File: src/rtl/switch_port_pkt_if.sv
// Crossbar-side and consumer-side signal bundle for one switch output port.
// The slave modport is the port itself; master is the crossbar/consumer side.
interface switch_port_pkt_if #(
    parameter int unsigned W_WIDTH = 8,
    parameter int unsigned CNT_W   = 7
);
    logic               sw_en;
    logic [W_WIDTH-1:0] port_data;
    logic [W_WIDTH-1:0] port_addr;
    logic               rd_out;
    logic               port_rd;
    logic [W_WIDTH-1:0] port_out;
    logic               port_eop;
    logic               port_rdy;
    logic [CNT_W-1:0]   pkt_cnt;
    logic               pkt_drop;

    modport master (
        output sw_en, port_data, port_addr, port_rd,
        input  rd_out, port_out, port_eop, port_rdy, pkt_cnt, pkt_drop
    );

    modport slave (
        input  sw_en, port_data, port_addr, port_rd,
        output rd_out, port_out, port_eop, port_rdy, pkt_cnt, pkt_drop
    );
endinterface

File: src/rtl/switch_port_pkt.sv
// Packet-aware switch output port: DA filter plus store-and-forward FIFO with whole-packet drop.
// Optional macro SWITCH_PORT_BCAST_EN: an all-ones DA is accepted in addition to port_addr.
module switch_port_pkt #(
    parameter int unsigned W_WIDTH   = 8,
    parameter int unsigned FIFO_SIZE = 64,
    parameter int unsigned CNT_W     = $clog2(FIFO_SIZE + 1)
) (
    input  logic                 clk,
    input  logic                 rst_n,
    switch_port_pkt_if.slave     sp
);
    localparam int unsigned AW = $clog2(FIFO_SIZE);
    localparam int unsigned PW = AW + 1;

    typedef enum logic [1:0] {IDLE, RECV, SKIP, DROP} state_t;

    state_t             r_state, w_state_nxt;
    logic [PW-1:0]      r_wr_ptr, r_cmt_ptr, r_rd_ptr;
    logic [W_WIDTH-1:0] r_stg_data;
    logic               r_stg_vld;
    logic [CNT_W-1:0]   r_pkt_cnt;
    logic               r_drop;
    logic [W_WIDTH:0]   r_mem [FIFO_SIZE];

    logic [PW-1:0]      w_used;
    logic               w_full;
    logic               w_match;
    logic               w_wr, w_wr_eop, w_drop, w_commit, w_stg_load, w_stg_clr;
    logic               w_rdy, w_pop, w_pop_eop;
    logic [W_WIDTH:0]   w_head;

    assign w_used = r_wr_ptr - r_rd_ptr;
    assign w_full = (w_used == PW'(FIFO_SIZE));

`ifdef SWITCH_PORT_BCAST_EN
    assign w_match = (sp.port_data == sp.port_addr) || (sp.port_data == '1);
`else
    assign w_match = (sp.port_data == sp.port_addr);
`endif

    always_ff @(posedge clk or negedge rst_n) begin
        if (!rst_n) r_state <= IDLE;
        else        r_state <= w_state_nxt;
    end

    // The staged word is only written once we know whether it is the last one,
    // so a write is needed whenever stg holds data and another word or frame end arrives.
    always_comb begin
        w_state_nxt = r_state;
        w_wr        = 1'b0;
        w_wr_eop    = 1'b0;
        w_drop      = 1'b0;
        w_commit    = 1'b0;
        w_stg_load  = 1'b0;
        w_stg_clr   = 1'b0;
        unique case (r_state)
            IDLE: begin
                if (sp.sw_en) w_state_nxt = w_match ? RECV : SKIP;
            end
            RECV: begin
                if (sp.sw_en) begin
                    if (r_stg_vld && w_full) begin
                        w_drop      = 1'b1;
                        w_stg_clr   = 1'b1;
                        w_state_nxt = DROP;
                    end else begin
                        w_stg_load = 1'b1;
                        w_wr       = r_stg_vld;
                    end
                end else begin
                    w_stg_clr   = 1'b1;
                    w_state_nxt = IDLE;
                    if (r_stg_vld) begin
                        if (w_full) begin
                            w_drop = 1'b1;
                        end else begin
                            w_wr     = 1'b1;
                            w_wr_eop = 1'b1;
                            w_commit = 1'b1;
                        end
                    end
                end
            end
            SKIP, DROP: begin
                if (!sp.sw_en) w_state_nxt = IDLE;
            end
            default: w_state_nxt = IDLE;
        endcase
    end

    always_ff @(posedge clk or negedge rst_n) begin
        if (!rst_n) begin
            r_wr_ptr   <= '0;
            r_cmt_ptr  <= '0;
            r_stg_data <= '0;
            r_stg_vld  <= 1'b0;
            r_drop     <= 1'b0;
        end else begin
            r_drop <= w_drop;
            if (w_drop)    r_wr_ptr <= r_cmt_ptr;
            else if (w_wr) r_wr_ptr <= r_wr_ptr + PW'(1);
            if (w_commit)  r_cmt_ptr <= r_wr_ptr + PW'(1);
            if (w_stg_clr) begin
                r_stg_vld <= 1'b0;
            end else if (w_stg_load) begin
                r_stg_data <= sp.port_data;
                r_stg_vld  <= 1'b1;
            end
        end
    end

    always_ff @(posedge clk) begin
        if (w_wr) r_mem[r_wr_ptr[AW-1:0]] <= {w_wr_eop, r_stg_data};
    end

    assign w_rdy     = (r_pkt_cnt != '0);
    assign w_head    = r_mem[r_rd_ptr[AW-1:0]];
    assign w_pop     = sp.port_rd && w_rdy;
    assign w_pop_eop = w_pop && w_head[W_WIDTH];

    always_ff @(posedge clk or negedge rst_n) begin
        if (!rst_n) begin
            r_rd_ptr  <= '0;
            r_pkt_cnt <= '0;
        end else begin
            if (w_pop) r_rd_ptr <= r_rd_ptr + PW'(1);
            unique case ({w_commit, w_pop_eop})
                2'b10:   r_pkt_cnt <= r_pkt_cnt + CNT_W'(1);
                2'b01:   r_pkt_cnt <= r_pkt_cnt - CNT_W'(1);
                default: r_pkt_cnt <= r_pkt_cnt;
            endcase
        end
    end

    assign sp.rd_out   = (PW'(FIFO_SIZE) - w_used) >= PW'(2);
    assign sp.port_out = w_rdy ? w_head[W_WIDTH-1:0] : '0;
    assign sp.port_eop = w_rdy ? w_head[W_WIDTH] : 1'b0;
    assign sp.port_rdy = w_rdy;
    assign sp.pkt_cnt  = r_pkt_cnt;
    assign sp.pkt_drop = r_drop;
endmodule
File: src/flat_wrapper.sv
// flat-port wrapper written by rule: the top's interface ports become plain ports
module switch_port_pkt_flat 
#(
    parameter int unsigned W_WIDTH   = 8,
    parameter int unsigned FIFO_SIZE = 64,
    parameter int unsigned CNT_W     = $clog2(FIFO_SIZE + 1)
)
  (clk, rst_n, sp_sw_en, sp_port_data, sp_port_addr, sp_port_rd, sp_rd_out, sp_port_out, sp_port_eop, sp_port_rdy, sp_pkt_cnt, sp_pkt_drop);
  switch_port_pkt_if #(.W_WIDTH(W_WIDTH), .CNT_W(CNT_W)) sp_i ();
  input  logic clk;
  input  logic rst_n;
  input wire logic [$bits(sp_i.sw_en)-1:0] sp_sw_en;
  input wire logic [$bits(sp_i.port_data)-1:0] sp_port_data;
  input wire logic [$bits(sp_i.port_addr)-1:0] sp_port_addr;
  input wire logic [$bits(sp_i.port_rd)-1:0] sp_port_rd;
  output wire logic [$bits(sp_i.rd_out)-1:0] sp_rd_out;
  output wire logic [$bits(sp_i.port_out)-1:0] sp_port_out;
  output wire logic [$bits(sp_i.port_eop)-1:0] sp_port_eop;
  output wire logic [$bits(sp_i.port_rdy)-1:0] sp_port_rdy;
  output wire logic [$bits(sp_i.pkt_cnt)-1:0] sp_pkt_cnt;
  output wire logic [$bits(sp_i.pkt_drop)-1:0] sp_pkt_drop;
  assign sp_i.sw_en = sp_sw_en;
  assign sp_i.port_data = sp_port_data;
  assign sp_i.port_addr = sp_port_addr;
  assign sp_i.port_rd = sp_port_rd;
  assign sp_rd_out = sp_i.rd_out;
  assign sp_port_out = sp_i.port_out;
  assign sp_port_eop = sp_i.port_eop;
  assign sp_port_rdy = sp_i.port_rdy;
  assign sp_pkt_cnt = sp_i.pkt_cnt;
  assign sp_pkt_drop = sp_i.pkt_drop;
  switch_port_pkt #(.W_WIDTH(W_WIDTH), .FIFO_SIZE(FIFO_SIZE), .CNT_W(CNT_W)) u_core (.clk(clk), .rst_n(rst_n), .sp(sp_i));
endmodule
File: config.mk
export PLATFORM = sky130hd
export DESIGN_NAME = switch_port_pkt_flat
export DESIGN_NICKNAME = d
export VERILOG_FILES = /design/src/rtl/switch_port_pkt_if.sv /design/src/rtl/switch_port_pkt.sv /design/src/flat_wrapper.sv
export SDC_FILE = /design/constraint.sdc
export NUM_CORES = 1
export LEC_CHECK = 0
export BUFFER_PORTS_ARGS = -buffer_cell sky130_fd_sc_hd__buf_2
export CAP_MARGIN = 25
export CORE_MARGIN = 2
export CORE_UTILIZATION = 65
export DETAILED_ROUTE_END_ITERATION = 10
export GPL_ROUTABILITY_DRIVEN = 1
export MAX_ROUTING_LAYER = met4
export PLACE_DENSITY = 0.88
export SYNTH_ARGS = -nofsm -noshare
export SYNTH_HDL_FRONTEND = slang
export SYNTH_SLANG_ARGS = --single-unit
File: constraint.sdc
create_clock -name clk -period 11.7 [get_ports clk]
set_clock_uncertainty 0.1 [all_clocks]
set_input_delay 2.34 -clock clk [delete_from_list [all_inputs] [get_ports clk]]
set_output_delay 2.34 -clock clk [all_outputs]
set_load 0.02 [all_outputs]
==> reports/summary.md, run 1 <==
The run finished with clean final reports. Setup violation total in the final timing report: 0. The worst register-to-register path begins at u_core.r_rd_ptr[1]. The total count of hold-check failures in the final report was 0.

Setup repair after global routing left no endpoint under its margin. The tools report the maximum count of clock buffers along a single path as 3. Cells with a size suffix above 1 make up 28.93% of the layout.

The initial antenna violation count is 0. The number of global-route vias before repair came out at 13.86k. Summed over all layers, the global routing overflow is 0. Entering global routing, the biggest net connects 68 pins. Summing the areas of all xor and xnor instances in the mapped netlist gives 0.8773% of the synthesized area. The number of violations reported at the end of detailed-routing iteration 0 is 2192. Including well taps, the total number of placed cells is 1799.

Sequential area share after synthesis: 73.31%. The area inside the core boundary was 37760 µm²; the post-route fraction of the period consumed by the critical path was 63.65%. In this run the cell area measured after placement is 26030 µm².

The top cell type by area accounts for 69.30% of the synthesized area. The proportion of synthesized flip-flops having asynchronous set or reset is 6.494%, and the final standard cell area without fillers is 28330 µm². The run gives 0.1343 GHz as the timing-limited maximum frequency. The master cell of the clock root buffer was sky130_fd_sc_hd__clkbuf_16.

CTS saw 616 sinks. The type of the worst setup path is reg -> out. TritonCTS built the clock tree. 0 antenna diodes ended up in the layout. The largest total area in the synthesized netlist belongs to sky130_fd_sc_hd__edfxtp_1. The tools report the synthesized instance count as 1272. Summing the areas of all compound-gate instances in the mapped netlist gives 2.993% of the synthesized area.

The hold path endpoint is u_core.sp.pkt_cnt[6]. Across the VDD grid, the largest voltage drop is 0.1679 mV. The synthesized netlist devotes 0.9625% of its cell area to adder and majority cells. In the layout the commonest cells are sky130_fd_sc_hd__edfxtp_1, sky130_fd_sc_hd__mux4_2, sky130_fd_sc_hd__clkbuf_16, sky130_fd_sc_hd__nor2_1, sky130_fd_sc_hd__buf_4. The synthesized netlist devotes 4.211% of its cell area to simple gates. The number of input and output port buffers inserted was 38. The analysis attributes to cell leakage a power of 9.495 nW.

Dominant combinational cell family by area after synthesis: multiplexers. The number of hold buffers added after CTS was 0. The number of buffers inserted by post-CTS setup repair came out at 0. Row generation in the floorplan step produced 71 rows.

The overall routing resource usage is 33.69%, and the max capacitance violation total is 0. The run gives 0 as the count of final max-slew check failures. Synthesized area per cell: 19.62 µm².

At the end of routability-driven placement, the weighted congestion stood at 0.8471. The number of different library cells used by synthesis comes to 62. The first detailed-routing pass ran for 6 iterations. STA puts the critical path data required time at 9260 ps. The effective utilization at floorplan was 66.11%; the flop-to-flop setup slack was 5170 ps. Power spread over the standard cell area amounts to 230.3 nW/µm².

First-pass GRT wire length: 91.67 mm. For the total via count after detailed routing, the log shows 13.87k. The number of cells traversed by the worst hold path is 1, and the netlist area before placement is 24960 µm². For the finished layout, the period the worst path requires is 7447 ps. The number of cell instances on the worst register-to-register path is 16.

The number of synthesized register bits was 616; the number of placed I/O pins was 39. The run gives 0 as the post-cts repair resize count. Dividing the detail-routed wire length by the instance count gives 33.22 µm. Yosys attributes the largest share of cell area to sky130_fd_sc_hd__edfxtp_1, sky130_fd_sc_hd__mux4_2, sky130_fd_sc_hd__dfrtp_1, sky130_fd_sc_hd__mux2i_1, sky130_fd_sc_hd__nor2_1. After the flow finishes, the layout carries non-filler instances totaling 1928. For this run, design rule violations remaining after detail routing come to 0. The total number of nets in the final design is 1409, and the die boundary width is 200.0 µm. The tools report the overall die area as 39980 µm². After clock tree synthesis, the clock-pin slew on the worst setup and hold paths is 70 ps. For this run, the leading register cell type out of synthesis is sky130_fd_sc_hd__edfxtp_1. The detail route stage leaves a number of antenna-violating nets equal to 0.

The worst setup path is launched from a register. For this run, the number of Yosys warnings is 0. STA classifies the critical path endpoint as a primary output.

In this run the critical register-to-register path is captured at u_core.sp.pkt_cnt[6]. For this block, the routed nets add up to 64.04 mm of wire. The critical-path maximum fanout was 39; the arrival time at the worst endpoint was 5010 ps. For the pin with the worst max-slew slack, the measured transition is 1096 ps. Dividing the detail-routed via count by the number of cells gives 7.196. Once detailed placement completed, the half-perimeter wirelength came to 35.12 mm. From bottom edge to top edge, the die measures 200.0 µm. Leading cell type in the layout, fill and taps excluded: sky130_fd_sc_hd__edfxtp_1. The tightest min-delay check is of the reg -> reg type. The relative slew slack was 26.67%; the post-synth net total was 1310.

Adding up every negative setup slack in the final design gives 0 ps. The source of the worst hold timing path is u_core.sp.pkt_cnt[6]. Counting flops with a built-in enable in the synthesized netlist gives 576. The insertion delay of the later-clocked pin in the worst-skew pair came out at 620 ps.

The multiplexer share of the synthesized area works out to 16.00%. The design draws 6.526 mW. Relative to the synthesized area, the layout overhead comes to 13.53%. In this run the number of H-tree levels came out at 2.

Clock tree synthesis inserted a total of 58 buffers.
==> kinds of logic (layout without fill, tap and decap cells) <==
kind of cell | after synthesis | after routing
buffers and inverters | 91 | 236
and+or+nand+nor | 212 | 212
adders and majority gates | 18 | 18
DFF | 616 | 616
xor gates and xnor gates | 25 | 25
AOI/OAI and AO/OA | 104 | 104
muxes | 206 | 206
==> per-layer routing <==
metal	vias to the layer above	share of wire, %	GRT usage, %	routed length (µm)
met3	218	11	5.830	7205
met2	1142	51	55.05	32500
li1	5438	-	-	-
met1	7075	33	43.35	21290
met4	0	4.8	12.43	3049
met5	-	0	-	0
==> Yosys cell counts, drive strengths merged, types with 3 or more instances <==
| cell | number |
|---|---|
| nor2 | 55 |
| ha | 16 |
| o21ai | 22 |
| o211ai | 7 |
| edfxtp | 576 |
| buf | 34 |
| dfrtp | 40 |
| xor2 | 8 |
| and3 | 3 |
| a21o | 4 |
| clkbuf | 32 |
| o221ai | 9 |
| nor3b | 4 |
| nor3 | 17 |
| o2111ai | 4 |
| o311ai | 3 |
| a31oi | 7 |
| nor2b | 8 |
| mux2 | 13 |
| o22ai | 6 |
| nand4 | 4 |
| a21oi | 16 |
| o21a | 4 |
| nor4 | 29 |
| nand3b | 3 |
| mux2i | 40 |
| inv | 23 |
| xnor2 | 17 |
| and2 | 9 |
| mux4 | 153 |
| nand2 | 43 |
| a22oi | 6 |
| nand2b | 4 |
| a2111oi | 3 |
| or2 | 3 |
| nand3 | 24 |
==> cell type report <==
type | count | area (µm²)
well taps | 511 | 639.4
clock buffers | 64 | 1495
repair buffers | 105 | 869.6
fillers | 1906 | 9420
multi-input cells | 565 | 6404
inverters | 25 | 93.84
clock inverters | 42 | 514.2
flip-flops and latches | 616 | 18320
==> sequential cells by signal (all words and copies together), names as in the netlist <==
register / count
u_core.r_cmt_ptr: 7
u_core.r_mem: 576
u_core.r_rd_ptr: 7
u_core.r_state: 2
u_core.r_stg_data: 8
u_core.r_stg_vld: 1
u_core.r_wr_ptr: 7
u_core.sp.pkt_cnt: 7
u_core.sp.pkt_drop: 1
==> where the power goes <==
group / total [mW] / internal [mW] / leakage (nW) / switching [mW]
Clock: 2.00 / 1.18 / 0.990 / 0.818
Sequential: 2.63 / 2.45 / 5.82 / 0.174
Combinational: 1.90 / 0.826 / 2.69 / 1.07
Total: 6.53 / 4.46 / 9.50 / 2.06
==> how the worst max path moves through the flow <==
stage / startpoint / end / depth (start not counted) / slack (ps)
after global placement: u_core.r_rd_ptr[0] / sp_port_out[0] / 7 / 5080
after global routing: u_core.r_rd_ptr[0] / sp_port_out[0] / 7 / 4040
after detailed placement: u_core.r_rd_ptr[0] / sp_port_out[0] / 7 / 4930
after floorplan: u_core.r_rd_ptr[3] / sp_rd_out / 11 / 6280
after CTS: u_core.r_rd_ptr[0] / sp_port_out[0] / 7 / 4210
final: u_core.r_rd_ptr[0] / sp_port_out[0] / 7 / 4250
==> metrics by stage <==
step / hold slack, ps / setup WS [ps] / utilization, %
CTS: 402.7 / 4214 / 74.28
global route: 425.8 / 4042 / 75.05
finish: 403.9 / 4253 / 75.05
global placement: 375.9 / 5075 / 68.54
floorplan: 360.4 / 6278 / -
detailed placement: 390.5 / 4927 / 68.95
==> worst max-delay path, stage by stage, from the launching register on <==
cell and delay (ps):
sky130_fd_sc_hd__dfrtp_4 900, sky130_fd_sc_hd__buf_4 770, sky130_fd_sc_hd__buf_4 660, sky130_fd_sc_hd__mux4_2 610, sky130_fd_sc_hd__mux4_2 530, sky130_fd_sc_hd__a22oi_1 410, sky130_fd_sc_hd__o31ai_1 250, sky130_fd_sc_hd__buf_2 220
(Power assumes the default switching activity.)
==> inputs of run 2 (changes only) <==
--- a/config.mk
+++ b/config.mk
@@ -8,11 +8,11 @@
 export BUFFER_PORTS_ARGS = -buffer_cell sky130_fd_sc_hd__buf_2
 export CAP_MARGIN = 25
 export CORE_MARGIN = 2
-export CORE_UTILIZATION = 65
+export CORE_UTILIZATION = 56
 export DETAILED_ROUTE_END_ITERATION = 10
 export GPL_ROUTABILITY_DRIVEN = 1
 export MAX_ROUTING_LAYER = met4
-export PLACE_DENSITY = 0.88
+export PLACE_DENSITY = 0.81
 export SYNTH_ARGS = -nofsm -noshare
 export SYNTH_HDL_FRONTEND = slang
 export SYNTH_SLANG_ARGS = --single-unit
==> constraint.sdc (replaced) <==
create_clock -name clk -period 6 [get_ports clk]
set_clock_uncertainty 0.1 [all_clocks]
set_input_delay 1.2 -clock clk [delete_from_list [all_inputs] [get_ports clk]]
set_output_delay 1.2 -clock clk [all_outputs]
set_load 0.02 [all_outputs]
==> run 2 against run 1 <==
  * Sequential power increased by 88%
  * Utilization decreased by 11 points
  * Via count decreased by 4.8%
  * Die area increased by 16%
  * Combinational power increased by 100%
  * Sequential share of layout area increased by 0.37 points
  * Clock power increased by 76%
  * Routed wire length decreased by 11%
  * Non-clock buffer count decreased by 3
  * First-iteration DRC count decreased by 26%
  * Critical path type unchanged
  * Largest cell class unchanged
==> reports/summary.md, run 2 (same netlist as run 1, synthesis figures left out) <==
Measured in cells, the most critical reg-to-reg path has a length of 16. In the layout the commonest cells are sky130_fd_sc_hd__edfxtp_1, sky130_fd_sc_hd__mux4_2, sky130_fd_sc_hd__clkbuf_16, sky130_fd_sc_hd__nor2_1, sky130_fd_sc_hd__buf_4. At the worst endpoint, the arrival time is 3710 ps. The capture instance of the worst register-to-register path was u_core.sp.pkt_cnt[6]. The worst path required time was 4700 ps. The number of input and output port buffers inserted was 38. Number of buffers inserted by post-CTS setup repair: 0. The tools report the timing-limited maximum frequency as 0.1995 GHz. The smallest clock period supported by the final layout is computed as 5013 ps.

In the routed layout, each cell is associated on average with a via count of 6.579. The worst vdd rail ir drop was 0.3883 mV; the die boundary width was 215.1 µm. The critical-path maximum fanout is 33, and the effective utilization at floorplan is 56.56%.

For this run, the post-layout net count is 1406. The worst setup path is launched from a register. Summing all multi-input logic gate instances after layout gives 6401 µm². The detailed router placed 13.20k vias in this run.

The core region is 44120 µm². The number of global-route vias before repair is 13.15k. The detailed-route DRC error count is 0, and the residual antenna-violating net count after detailed routing is 0.

In this run the critical register-to-register path is launched from u_core.r_rd_ptr[5]. After clock tree synthesis, the flow added hold-fix buffers numbering 0. The area growth from synthesis to layout is 12.86%.

The overall routing resource usage was 25.77%; the clock input transition at the sequential cells of the worst setup and hold paths was 70 ps. The insertion delay of the later-clocked pin in the worst-skew pair was 610 ps; the total wire length was 57.14 mm. The placer's final routability congestion estimate was 0.9177. The root buffer cell chosen for the clock tree is sky130_fd_sc_hd__clkbuf_16.

The worst setup path is captured at a primary output. Entering global routing, the biggest net connects 85 pins. Leaving out fill and tap cells, the most frequent cell in the layout is sky130_fd_sc_hd__edfxtp_1. The post-cts repair resize count is 0, and the clock buffer count from CTS is 58. The setup check on the worst reg-to-reg path leaves a slack of 1040 ps.

The flow ran to the end, and the final reports show no timing, DRC or antenna violations. The power per unit of standard cell area was 435.7 nW/µm²; the number of placed I/O pins was 39. The post-route netlist has 27.93% of its cells at a drive strength greater than 1. The vertical die dimension is 215.1 µm.

The tools report the setup TNS as 0 ps. Detailed-router iteration count before antenna repair: 6. Across all hold checks on the routed design, the worst slack comes to 303.8 ps. At the pin with the least slew margin, the transition time is 1133 ps. The total overflow left after global routing is 0.

The number of standard-cell rows in the floorplan was 77. After layout, the worst path uses 83.55% of the clock period. The min-delay analysis places its worst path in the category in -> async. The maximum count of clock buffers along a single path is 3, and the total count of hold-check failures in the final report is 0. The critical path is of the reg -> out type. Count of final max-slew check failures: 0.

Setup violations remaining at the end of the flow were counted as 0. The tools report the initial antenna violation count as 1. Measured against its own limit, the worst slew margin works out to 24.20%. TritonCTS built the clock tree. In the final layout, flip-flops and latches occupy 18320 µm². The leakage power of the design is 9.350 nW, and the detailed placer's ending HPWL is 34.07 mm. Fill cells in the final layout number 2892. After detailed routing, the average wire length per cell comes to 28.47 µm.

The H-tree depth reported by CTS came out at 2. The number of flip-flops under the largest register name was 576; the number of violations reported at the end of detailed-routing iteration 0 was 1623. The clock net in this run drives a total of 616 sinks. The overall die area was 46270 µm².

The first global-routing pass estimated 84.93 mm of wire. Max-cap violations in this run came to 0. Setup repair after global routing left no endpoint under its margin.
run 2: changes by cell type in the layout (fill, tap and decap cells not counted), moves of 3 or more:
cell and delta:
sky130_fd_sc_hd__clkinvlp_4 +3, sky130_fd_sc_hd__nor3_2 -3, sky130_fd_sc_hd__nor3_1 +3, sky130_fd_sc_hd__clkinv_2 -5, sky130_fd_sc_hd__buf_6 -3, sky130_fd_sc_hd__bufinv_16 -8, sky130_fd_sc_hd__clkinv_1 +5, sky130_fd_sc_hd__clkbuf_1 +6
run 2: layout make-up:
type                            count  share of cell area (%)
Antenna cell                        1                0.008884
Clock buffer                       70                   5.388
Clock inverter                     36                   1.017
Inverter                           25                  0.3331
Multi-Input combinational cell    565                   22.72
Sequential cell                   616                   65.02
Tap cell                          592                   2.630
Timing Repair Buffer              102                   2.874
run 2: routing by layer:
| metal | track usage [%] | vias up | part of all wire [%] |
|---|---|---|---|
| met5 | - | - | 0 |
| met4 | 7.701 | 0 | 3.0 |
| met3 | 4.685 | 151 | 10 |
| met2 | 40.50 | 827 | 49 |
| met1 | 35.10 | 6798 | 38 |
| li1 | - | 5428 | - |
run 2: worst max-delay path: stages (launching register included):
cell and delay, ps:
sky130_fd_sc_hd__dfrtp_4 510, sky130_fd_sc_hd__buf_4 570, sky130_fd_sc_hd__mux4_2 640, sky130_fd_sc_hd__mux4_2 520
sky130_fd_sc_hd__a22oi_1 380, sky130_fd_sc_hd__o31ai_1 230, sky130_fd_sc_hd__buf_2 210
run 2: worst max-delay path by stage:
stage / startpoint / end / slack (ps) / cells after the start
5_1_grt: u_core.r_rd_ptr[5] / u_core.sp.pkt_cnt[6] / 760 / 16
6_report: u_core.r_rd_ptr[0] / sp_port_out[0] / 990 / 6
4_1_cts: u_core.r_rd_ptr[0] / sp_port_out[0] / 1010 / 6
3_3_place_gp: u_core.r_rd_ptr[1] / u_core.sp.pkt_cnt[6] / 1270 / 16
2_1_floorplan: u_core.r_rd_ptr[3] / u_core.sp.pkt_cnt[6] / 1350 / 18
3_5_place_dp: u_core.r_rd_ptr[5] / u_core.sp.pkt_cnt[6] / 1100 / 16
run 2: through the flow:
stage	cell area [µm²]	setup slack, ps	power [mW]	cells	utilization, %
CTS	28020	1013	12.25	1995	63.50
finish	28170	987.0	12.27	2007	63.84
global placement	26050	1272	8.667	1872	59.04
floorplan	24960	1346	7.661	1272	-
global route	28170	761.1	12.68	2007	63.84
detailed placement	26220	1100	8.766	1889	59.41
run 2: where the power goes:
part	internal (mW)	switching, mW	total [mW]
sequential	4.79	0.165	4.95
clock	1.97	1.55	3.52
combinational	1.61	2.19	3.80
total	8.37	3.91	12.3
